`src/rtl/std_pkg.sv`:
```
// Shared types and encodings for the iterative restoring divider.
package std_pkg;

  typedef enum logic [1:0] {
    ST_IDLE = 2'd0,
    ST_RUN  = 2'd1,
    ST_DONE = 2'd2
  } div_state_e;

  localparam int unsigned SIGNED_MODE_UNSIGNED = 0;
  localparam int unsigned SIGNED_MODE_SIGNED   = 1;

endpackage

```
`src/rtl/std_div_step.sv`:
```
// One restoring-division iteration: shift in the next dividend bit, compare, subtract.
module std_div_step #(
  parameter int unsigned width = 32
) (
  input  logic [width-1:0] rem,
  input  logic [width-1:0] quo,
  input  logic [width-1:0] divisor,
  output logic [width-1:0] rem_c,
  output logic [width-1:0] quo_c
);

  logic [width:0]   shifted_c;
  logic [width-1:0] diff_c;
  logic             ge_c;

  // Partial remainder is below the divisor, so a successful subtract always fits in width bits.
  always_comb begin
    shifted_c = {rem, quo[width-1]};
    ge_c      = (shifted_c >= {1'b0, divisor});
    diff_c    = shifted_c[width-1:0] - divisor;
    rem_c     = ge_c ? diff_c : shifted_c[width-1:0];
    quo_c     = {quo[width-2:0], ge_c};
  end

endmodule

```
`src/rtl/std_div_pipe.sv`:
```
// Iterative divider: one quotient bit per cycle, signed fix-up around an unsigned core.
module std_div_pipe
  import std_pkg::*;
#(
  parameter int unsigned width       = 32,
  parameter int unsigned signed_mode = SIGNED_MODE_UNSIGNED
) (
  input  logic             clk,
  input  logic             reset_n,
  input  logic [width-1:0] left,
  input  logic [width-1:0] right,
  input  logic             valid,
  output logic             ready,
  output logic             busy,
  output logic [width-1:0] out_quotient,
  output logic [width-1:0] out_remainder,
  output logic             div_by_zero
);

  localparam int unsigned CNT_W     = $clog2(width + 1);
  localparam bit          IS_SIGNED = (signed_mode == SIGNED_MODE_SIGNED);

  div_state_e state, state_nxt;

  logic             accept_c;
  logic             last_step_c;
  logic             left_neg_c;
  logic             right_neg_c;
  logic [width-1:0] left_abs_c;
  logic [width-1:0] right_abs_c;
  logic [width-1:0] step_rem_c;
  logic [width-1:0] step_quo_c;
  logic [width-1:0] fin_quo_c;
  logic [width-1:0] fin_rem_c;

  logic [width-1:0] quo_q;
  logic [width-1:0] rem_q;
  logic [width-1:0] dvs_q;
  logic [width-1:0] dvd_q;
  logic             neg_quo_q;
  logic             neg_rem_q;
  logic             zero_q;
  logic [CNT_W-1:0] cnt_q;

  assign accept_c    = valid && ((state == ST_IDLE) || (state == ST_DONE));
  assign last_step_c = (state == ST_RUN) && (cnt_q == CNT_W'(width - 1));

  // Operand magnitudes; the most-negative value maps to its own unsigned pattern, which is exact.
  always_comb begin
    left_neg_c  = IS_SIGNED && left[width-1];
    right_neg_c = IS_SIGNED && right[width-1];
    left_abs_c  = left_neg_c  ? (~left  + width'(1)) : left;
    right_abs_c = right_neg_c ? (~right + width'(1)) : right;
  end

  std_div_step #(
    .width (width)
  ) u_step (
    .rem     (rem_q),
    .quo     (quo_q),
    .divisor (dvs_q),
    .rem_c   (step_rem_c),
    .quo_c   (step_quo_c)
  );

  // Final result from the last iteration; zero divisor overrides with the defined pattern.
  always_comb begin
    fin_quo_c = neg_quo_q ? (~step_quo_c + width'(1)) : step_quo_c;
    fin_rem_c = neg_rem_q ? (~step_rem_c + width'(1)) : step_rem_c;
    if (zero_q) begin
      fin_quo_c = '1;
      fin_rem_c = dvd_q;
    end
  end

  always_ff @(posedge clk or negedge reset_n) begin
    if (!reset_n) state <= ST_IDLE;
    else          state <= state_nxt;
  end

  always_comb begin
    state_nxt = state;
    unique case (state)
      ST_IDLE: if (valid) state_nxt = ST_RUN;
      ST_RUN:  if (last_step_c) state_nxt = ST_DONE;
      ST_DONE: state_nxt = valid ? ST_RUN : ST_IDLE;
      default: state_nxt = ST_IDLE;
    endcase
  end

  // Iteration registers: load on accept, advance one bit per RUN cycle.
  always_ff @(posedge clk or negedge reset_n) begin
    if (!reset_n) begin
      quo_q     <= '0;
      rem_q     <= '0;
      dvs_q     <= '0;
      dvd_q     <= '0;
      neg_quo_q <= 1'b0;
      neg_rem_q <= 1'b0;
      zero_q    <= 1'b0;
      cnt_q     <= '0;
    end else if (accept_c) begin
      quo_q     <= left_abs_c;
      rem_q     <= '0;
      dvs_q     <= right_abs_c;
      dvd_q     <= left;
      neg_quo_q <= left_neg_c ^ right_neg_c;
      neg_rem_q <= left_neg_c;
      zero_q    <= (right == '0);
      cnt_q     <= '0;
    end else if (state == ST_RUN) begin
      quo_q <= step_quo_c;
      rem_q <= step_rem_c;
      cnt_q <= cnt_q + CNT_W'(1);
    end
  end

  // Results change only when an operation completes.
  always_ff @(posedge clk or negedge reset_n) begin
    if (!reset_n) begin
      ready         <= 1'b0;
      busy          <= 1'b0;
      out_quotient  <= '0;
      out_remainder <= '0;
      div_by_zero   <= 1'b0;
    end else begin
      ready <= last_step_c;
      busy  <= (state_nxt == ST_RUN);
      if (last_step_c) begin
        out_quotient  <= fin_quo_c;
        out_remainder <= fin_rem_c;
        div_by_zero   <= zero_q;
      end
    end
  end

endmodule

```
`config.mk`:
```
export PLATFORM = sky130hd
export DESIGN_NAME = std_div_pipe
export DESIGN_NICKNAME = d
export VERILOG_FILES = /design/src/rtl/std_pkg.sv /design/src/rtl/std_div_step.sv /design/src/rtl/std_div_pipe.sv
export SDC_FILE = /design/constraint.sdc
export NUM_CORES = 1
export LEC_CHECK = 0
export CAP_MARGIN = 10
export CORE_ASPECT_RATIO = 1.5
export CORE_MARGIN = 5
export CORE_UTILIZATION = 55
export CTS_CLUSTER_DIAMETER = 40
export CTS_CLUSTER_SIZE = 16
export DETAILED_ROUTE_END_ITERATION = 10
export HOLD_SLACK_MARGIN = 0.08
export PLACE_DENSITY = 0.79
export SYNTH_ARGS = -nofsm -noshare
export SYNTH_HDL_FRONTEND = slang
export SYNTH_SLANG_ARGS = --single-unit
export TNS_END_PERCENT = 1
```
`constraint.sdc`:
```
create_clock -name clk -period 9 [get_ports clk]
set_input_delay 0.9 -clock clk [delete_from_list [all_inputs] [get_ports clk]]
set_output_delay 0.9 -clock clk [all_outputs]
set_load 0.005 [all_outputs]
```
* Word level (Yosys, flattened, before mapping)
Cells that the tools add are included.
** Operators by class
- Add/sub/neg operators :: 2
- Magnitude comparators :: 1
- Eq/ne operators :: 4
- Muxes and demuxes :: 13
- Reductions and logical operators :: 6
** Operator list (count)
- $mux 32 :: 7
- $ge 33x32->1 :: 1
- $logic_not 32->1 :: 1
- $sub 32x32->32 :: 1
- $mux 6 :: 2
- $add 6x1->6 const B :: 1
- $eq 6x5->1 const B :: 1
- $pmux 2 s3 :: 1
- $eq 2x1->1 const B :: 2
- $mux 2 :: 2
- $eq 2x2->1 const B :: 1
- $logic_and 1x1->1 :: 2
- $logic_not 2->1 :: 1
- $reduce_bool 2->1 :: 1
- $logic_or 1x1->1 :: 1
- $mux 1 :: 1
** Word-level totals
- Register bits after elaboration :: 204
- Input port bits :: 67
- Output and inout bits :: 67
- Word-level logic and storage cells :: 38

* Longest topological paths before layout
Gate-level depths: netlist of the first run.
- Depth in word-level cells :: 5
- Gate-level depth with buffers :: 15
- Depth with buffers taken out :: 12

* Modules after synthesis
Synthesis of the first run repeated with hierarchy kept, for this count alone.
** Second synthesis, totals
- Cell total of the unflattened synthesis :: 1093
- Area, all modules :: 10928.0 um^2
** By module, submodules not included
- std_div_pipe :: instances 1, cells an instance 738, area an instance 8356.8 um^2, sequential area each 5104.9 um^2
- std_div_step :: instances 1, cells an instance 355, area an instance 2571.2 um^2, sequential area each 0.0 um^2

* Least setup slack after synthesis of the first run
No wires, ideal clock.
- Path type :: flip-flop to flip-flop
- From :: register rem_q[9]
- To :: register out_remainder[19]
- Library setup time :: 0.125 ns
- Arrival time :: 2.752 ns
- Data required time :: 8.875 ns
- Path slack :: 6.123 ns
- Cell stages (with the launch flop) :: 14
- Buffers on the path :: 3
- Clock period less this slack :: 2.877 ns
- Cell sequence :: dfrtp_1 -> ha_1 -> buf_2 -> and4_1 -> buf_2 -> and4_4 -> o211ai_4 -> a2111oi_4 -> o21bai_2 -> nand2_2 -> buf_6 -> mux2i_1 -> o21ai_0 -> mux2_2
** Between the ends
- Longest elaborated chain between the ends :: 3
- Elaborated cells on any way between the ends :: 4
- Those cells by class :: add/sub (1); order compare (1); mux (2)
** RTL lines
- start, declared :: line std_div_pipe.sv:37 : logic [width-1:0] rem_q;
- start signal, assigned :: line std_div_pipe.sv:113 : rem_q <= step_rem_c;
- $sub 32x32->32 / $ge 33x32->1 (equally long branches) :: line std_div_step.sv:20, std_div_step.sv:19
- $mux 32 (*) :: line std_div_step.sv:21 : rem_c = ge_c ? diff_c : shifted_c[width-1:0];
- $mux 32 (*) :: line std_div_pipe.sv:70 : if (zero_q) begin
- end signal, assigned :: line std_div_pipe.sv:131 : out_remainder <= fin_rem_c;
- end, declared :: line std_div_pipe.sv:16 : output logic [width-1:0] out_remainder,
Mark *: on every way between the ends. The rest lies on a longest branch, timed or not.
A chain may end at the register's enable or synchronous reset.

* Worst setup path after layout of the first run
- From :: register rem_q[17]
- To :: register out_remainder[24]
Same word-level chain as after synthesis.

==> results.tsv, run 1 <==
metric	value	unit
die_h	179	um
dp.final_hpwl	20900	um
grt_usage	27.1	%
initial_core_util	55.4	%
yosys-top-cells-area	dfrtp_1 49%, nand2_1 9.6%, o21ai_0 5.3%, ha_1 3.9%, a21oi_1 3.8%	
gp_congestion	0.959	
final_common_cell	nand2_1	
routed_via_density	5.88	
hold_class	primary input to async pin	
ys_warn_count	0	
cts_buffers	21	
drcViolationCount	0	
slew_headroom	29.8	%
clk_transition_reported_paths	0.07	ns
vias	9132	
hold_buffers	0	
synth_edf_count	0	
syn_to_final_growth	20.2	%
yosysSeqAreaShare	48.5	%
leakage	0.00566	uW
nets	1383	
nFillCells	1551	
seq_power_share	28.8	%
synth-main-ff-cell	dfrtp_1	
syn-num-nets	1293	
critPathLaunchType	register	
die_x	123	um
core_area	0.0190	sq mm
min_period_over_period	45.1	%
synth.largest_area_cell	dfrtp_1	
reg2reg_to	out_remainder[24]$_DFFE_PN0P_	
grt_pass1_vias	9177	
cts_resized	0	
grt_pass1_wl	48300	um
cts_num_sinks	204	
power_frac_comb	56.4	%
wl_per_cell	19.2	um
ff2ff_setup_slack	4.94	ns
worstPathRequired	9.36	ns
drtAntennaViolNets	0	
rows	62	
die-area	0.0221	sq mm
finalSetupViolCount	0	
worst_slew_pin_slew	1.05	ns
final_cell_mix	269 x nand2_1, 203 x dfrtp_1, 132 x clkdlybuf4s50_1, 112 x o21ai_0, 89 x nor2_1	
synth_cell_types	66	
io_buffers	133	
r2r_cells	10	
h-tree-depth	1	
synthCells	1192	
p_per_area	461	mW/mm^2
rsz0062_at_grt	false	
io_pins	134	
swShare	44.7	%
cts_root_buf	clkbuf_16	
pwr-share-clk	14.8	%
criticalPathCategory	register to register	
grt_start_max_net_pins	77	
hold_viol	0	
setup_tns	0	ns
gr-total-overflow	0	
slew_violations	0	
r2r-start	rem_q[17]$_DFFE_PN0P_	
critPathCaptureType	register	
critPathMaxFanout	16	
clockBufferDepth	3	
p_switching	2610	uW
fin_skew	0.0243	ns
routed_wl	29800	um
ys_seq_elements	204	
whs	0.337	ns
yosysTopAreaCellShare	48.5	%
tritoncts	yes	
synth.cell_area	0.0105	sq mm
antenna_found_initial	0	
post-route-util	66.5	%
fin_crit	4.06	ns
drive_gt1_share	6.64	%
synth_area_per_cell	8.83	sq um
maxCapViolations	0	
fmax	246	MHz
peakVddDrop	216	uV
drtIter0Drc	847	
async_flop_share	100	%
cp.arrival	4.42	ns
worstSkewPairLatency	0.51	ns
first_pass_iters	6	
run_status	finished, final reports clean	
p_int	3220	uW
diodes	0	
cts_setup_buffers	0	
-- cell usage after synthesis, drive strengths merged (2+ instances only) --
cell and n:
a2111oi 3, a211o 3, a211oi 8, a21boi 3, a21o 13, a21oi 81, a22o 5, a22oi 31
a311oi 2, a31oi 11, and2 2, and3 7, and4 5, buf 18, clkbuf 57, dfrtp 204
ha 33, inv 47, mux2 21, mux2i 16, nand2 270, nand2b 7, nand3 20, nand4 9
nor2 90, nor2b 8, nor3 11, nor4 9, o211ai 6, o21a 12, o21ai 121, o21ba 2
o21bai 4, o22ai 2, o31a 2, o31ai 4, o41ai 2, or3 7, xnor2 17, xor2 7
-- worst max-delay path by stage --
stage	endpoint	depth (start not counted)	startpoint
after floorplan	out_remainder[19]$_DFFE_PN0P_	13	rem_q[9]$_DFFE_PN0P_
after global placement	out_remainder[24]$_DFFE_PN0P_	10	rem_q[17]$_DFFE_PN0P_
after detailed placement	out_remainder[24]$_DFFE_PN0P_	10	rem_q[17]$_DFFE_PN0P_
after CTS	out_remainder[24]$_DFFE_PN0P_	10	rem_q[17]$_DFFE_PN0P_
after global routing	out_remainder[24]$_DFFE_PN0P_	10	rem_q[17]$_DFFE_PN0P_
final	out_remainder[24]$_DFFE_PN0P_	10	rem_q[17]$_DFFE_PN0P_
-- registers in the layout (all words and copies together), names as in the netlist --
| register | cells |
|---|---|
| quo_q | 32 |
| out_remainder | 32 |
| div_by_zero | 1 |
| dvs_q | 32 |
| zero_q | 1 |
| state | 2 |
| out_quotient | 32 |
| busy | 1 |
| ready | 1 |
| rem_q | 32 |
| cnt_q | 6 |
| dvd_q | 32 |
-- metrics by stage --
step           area (sq um)  cells  setup slack [ns]  power, uW
3_5_place_dp          12000   1515              5.31       4900
4_1_cts               12600   1552              4.94       5820
3_3_place_gp          12000   1515              5.44       4850
5_1_grt               12600   1552              4.75       6280
2_1_floorplan         10500   1192              6.12       3860
6_report              12600   1552              4.94       5830
-- cell families after synthesis --
kind of cell	share of synthesized area (%)
simple gates	17.8
mux	3.77
buf+inv	4.72
xor+xnor	2.00
compound gates	19.1
fa+ha+maj	4.11
flops	48.5
-- metal layers --
| layer | track usage [%] | vias to the layer above | wire, um |
|---|---|---|---|
| met5 | 0 | - | 0 |
| met4 | 10.3 | 0 | 1110 |
| met3 | 4.25 | 75 | 1920 |
| met2 | 43.7 | 346 | 14500 |
| met1 | 36.9 | 4416 | 12200 |
| li1 | - | 4295 | - |
-- power groups by stage --
| stage | Combinational, uW | Clock (uW) | Sequential, uW |
|---|---|---|---|
| floorplan | 2270 | 0 | 1590 |
| global placement | 3180 | 0 | 1670 |
| detailed placement | 3220 | 0 | 1680 |
| CTS | 3270 | 880 | 1670 |
| global route | 3640 | 915 | 1730 |
| finish | 3290 | 863 | 1680 |
-- critical path, cell delays in order, from the launching register on --
cell	delay (ns)
dfrtp_1	0.41
ha_1	0.42
a211oi_1	0.33
o211ai_1	0.16
a21oi_1	0.32
a211oi_1	0.12
o21bai_2	0.48
and2_1	0.68
nor2_1	0.14
a2111oi_0	0.65
o31ai_1	0.20
-- area by class of cell --
cell class / instances / area (sq um) / share of cell area, %
multi-input cells: 865 / 4950 / 39.1
flip-flops and latches: 204 / 5110 / 40.4
clock inverters: 12 / 109 / 0.861
well taps: 256 / 320 / 2.53
repair buffers: 142 / 1400 / 11.1
clock buffers: 25 / 581 / 4.59
inverters: 48 / 180 / 1.42
Power figures use the tool's default switching activity.
==> inputs of run 2 (changes only) <==
CORE_UTILIZATION = 51   (was 55)
PLACE_DENSITY = 0.77   (was 0.79)
clock period = 3.4 ns   (was 9 ns; I/O delays follow)
==> results.tsv, run 2 (synthesized netlist as in run 1, its figures left out) <==
metric	value	unit	change
run_status	finished, final reports clean		unchanged
cpLargestDelayFamily	compound AO/OA/AOI/OAI gates		unchanged
syn_to_final_growth	23.3	%	was 20.2%
worstPathRequired	3.79	ns	was 9.36 ns
hold_class	primary input to async pin		unchanged
gr-total-overflow	0		unchanged
multi_input_area	0.00497	sq mm	was 0.00495 sq mm
final_cell_mix	269 x nand2_1, 203 x dfrtp_1, 132 x clkdlybuf4s50_1, 111 x o21ai_0, 89 x nor2_1		was 269 x nand2_1, 203 x dfrtp_1, 132 x clkdlybuf4s50_1, 112 x o21ai_0, 89 x nor2_1
drive_gt1_share	8.28	%	was 6.64%
routed_via_density	5.70		was 5.88
rsz0062_at_grt	true		was false
tritoncts	yes		unchanged
min_period_over_period	93.7	%	was 45.1%
vias	9013		was 9132
nets	1404		was 1383
finalSetupViolCount	0		unchanged
grt_start_max_net_pins	129		was 77
dp.final_hpwl	21200	um	was 20900 um
cp.arrival	3.58	ns	was 4.42 ns
p_per_area	1230	mW/mm^2	was 461 mW/mm^2
initial_core_util	51.7	%	was 55.4%
cp_cell_sequence	ha_1 -> and4_2 -> and4_4 -> o211ai_4 -> a2111oi_4 -> o21bai_2 -> nand2_2 -> buf_12 -> mux2i_1 -> o21ai_0 -> mux2_2		was ha_1 -> a211oi_1 -> o211ai_1 -> a21oi_1 -> a211oi_1 -> o21bai_2 -> and2_1 -> nor2_1 -> a2111oi_0 -> o31ai_1
final_common_cell	nand2_1		unchanged
maxCapViolations	0		unchanged
grt_pass1_wl	47800	um	was 48300 um
worstSkewPairLatency	0.51	ns	about the same
crit_slowest_cell	dfrtp_1		was and2_1
diodes	0		unchanged
worst_slew_pin_slew	1.08	ns	was 1.05 ns
fin_skew	0.0182	ns	was 0.0243 ns
grt_usage	24.9	%	was 27.1%
drtIter0Drc	663		was 847
antenna_found_initial	0		unchanged
critPathMaxFanout	27		was 16
rows	64		was 62
slew_violations	0		unchanged
crit_buf_inv	1		was 0
peakVddDrop	568	uV	was 216 uV
fin_crit	3.19	ns	was 4.06 ns
die_h	186	um	was 179 um
dpl_cell_area	0.0122	sq mm	was 0.0120 sq mm
h-tree-depth	1		unchanged
cts_buffers	23		was 21
nFillCells	1765		was 1551
grt_pass1_vias	9226		was 9177
fmax	314	MHz	was 246 MHz
io_buffers	133		unchanged
wl_per_cell	18.6	um	was 19.2 um
max_stage_delay	0.41	ns	was 0.68 ns
routed_wl	29300	um	was 29800 um
die-area	0.0237	sq mm	was 0.0221 sq mm
slew_headroom	28.1	%	was 29.8%
core_area	0.0203	sq mm	was 0.0190 sq mm
setup_tns	0	ns	unchanged
critPathCaptureType	register		unchanged
first_pass_iters	5		was 6
criticalPathCategory	register to register		unchanged
clockBufferDepth	3		unchanged
die_x	127	um	was 123 um
preCtsSetupSlack	0.143	ns	was 5.31 ns
critPathLaunchType	register		unchanged
cts_num_sinks	204		unchanged
register_area	0.00511	sq mm	unchanged
drtAntennaViolNets	0		unchanged
stdcell_area	0.0130	sq mm	was 0.0126 sq mm
gp_congestion	0.933		was 0.959
cts_root_buf	clkbuf_16		unchanged
fin_ws	0.213	ns	was 4.94 ns
io_pins	134		unchanged
hold_viol	0		unchanged
drcViolationCount	0		unchanged
leakage	0.00581	uW	was 0.00566 uW
clk_transition_reported_paths	0.07	ns	about the same
## run 2: cell types whose count changed in the layout (fill, tap and decap cells not counted), sizes merged
cell | before | now
bufinv | 0 | 2
clkinv | 4 | 2
buf | 9 | 27
dlygate4sd3 | 0 | 1
clkbuf | 26 | 24
inv | 54 | 57
## run 2: worst paths after layout
check / startpoint / end / slack, ns / cells past startpoint
min reg2reg: dvd_q[26]$_DFFE_PN0P_ / dvd_q[26]$_DFFE_PN0P_ / 0.47 / 2
min in group clk: left[5] / dvd_q[5]$_DFFE_PN0P_ / 0.41 / 3
max: rem_q[9]$_DFFE_PN0P_ / out_remainder[25]$_DFFE_PN0P_ / 0.21 / 11
max in group asynchronous: reset_n / dvd_q[9]$_DFFE_PN0P_ / 2.12 / 3
max reg2reg: rem_q[9]$_DFFE_PN0P_ / out_remainder[25]$_DFFE_PN0P_ / 0.21 / 11
min: reset_n / out_quotient[3]$_DFFE_PN0P_ / 0.41 / 2
## run 2: cell type report
cell class	count	share of cell area [%]
multi-input combinational	865	38.3
clock buffer	23	4.44
tap	264	2.55
clock inverter	15	1.49
sequential	204	39.4
timing repair buffer	161	12.5
inverter	48	1.39
## run 2: report_power, final
part | internal [uW] | switching, uW | leakage (uW)
combinational | 3910 | 5090 | 0.00293
sequential | 3630 | 793 | 0.00250
clock | 1440 | 1090 | 0.000372
total | 8980 | 6970 | 0.00581
## run 2: what timing repair did
item | CTS | global route
hold buffers | 1 | 0
hold endpoints to repair | 69 | 0
resized for setup | 0 | 6
endpoints found under the setup margin | 0 | 21
buffers inserted | 0 | 1
## run 2: metrics by stage
stage | power, uW | utilization, % | hold slack, ns | instances
finish | 15900 | 63.8 | 0.407 | 1580
global route | 17200 | 63.8 | 0.405 | 1580
CTS | 15900 | 63.7 | 0.389 | 1579
detailed placement | 13300 | 59.8 | 0.395 | 1540
global placement | 13100 | 59.8 | 0.392 | 1540
floorplan | 10200 | - | 0.0444 | 1192
## run 2: metal layers
metal / up-vias / global-route usage (%) / wire (um)
met2: 244 / 42.8 / 14700
met3: 51 / 3.99 / 1510
met5: - / 0 / 0
met4: 0 / 8.42 / 892
li1: 4323 / - / -
met1: 4395 / 32.2 / 12200
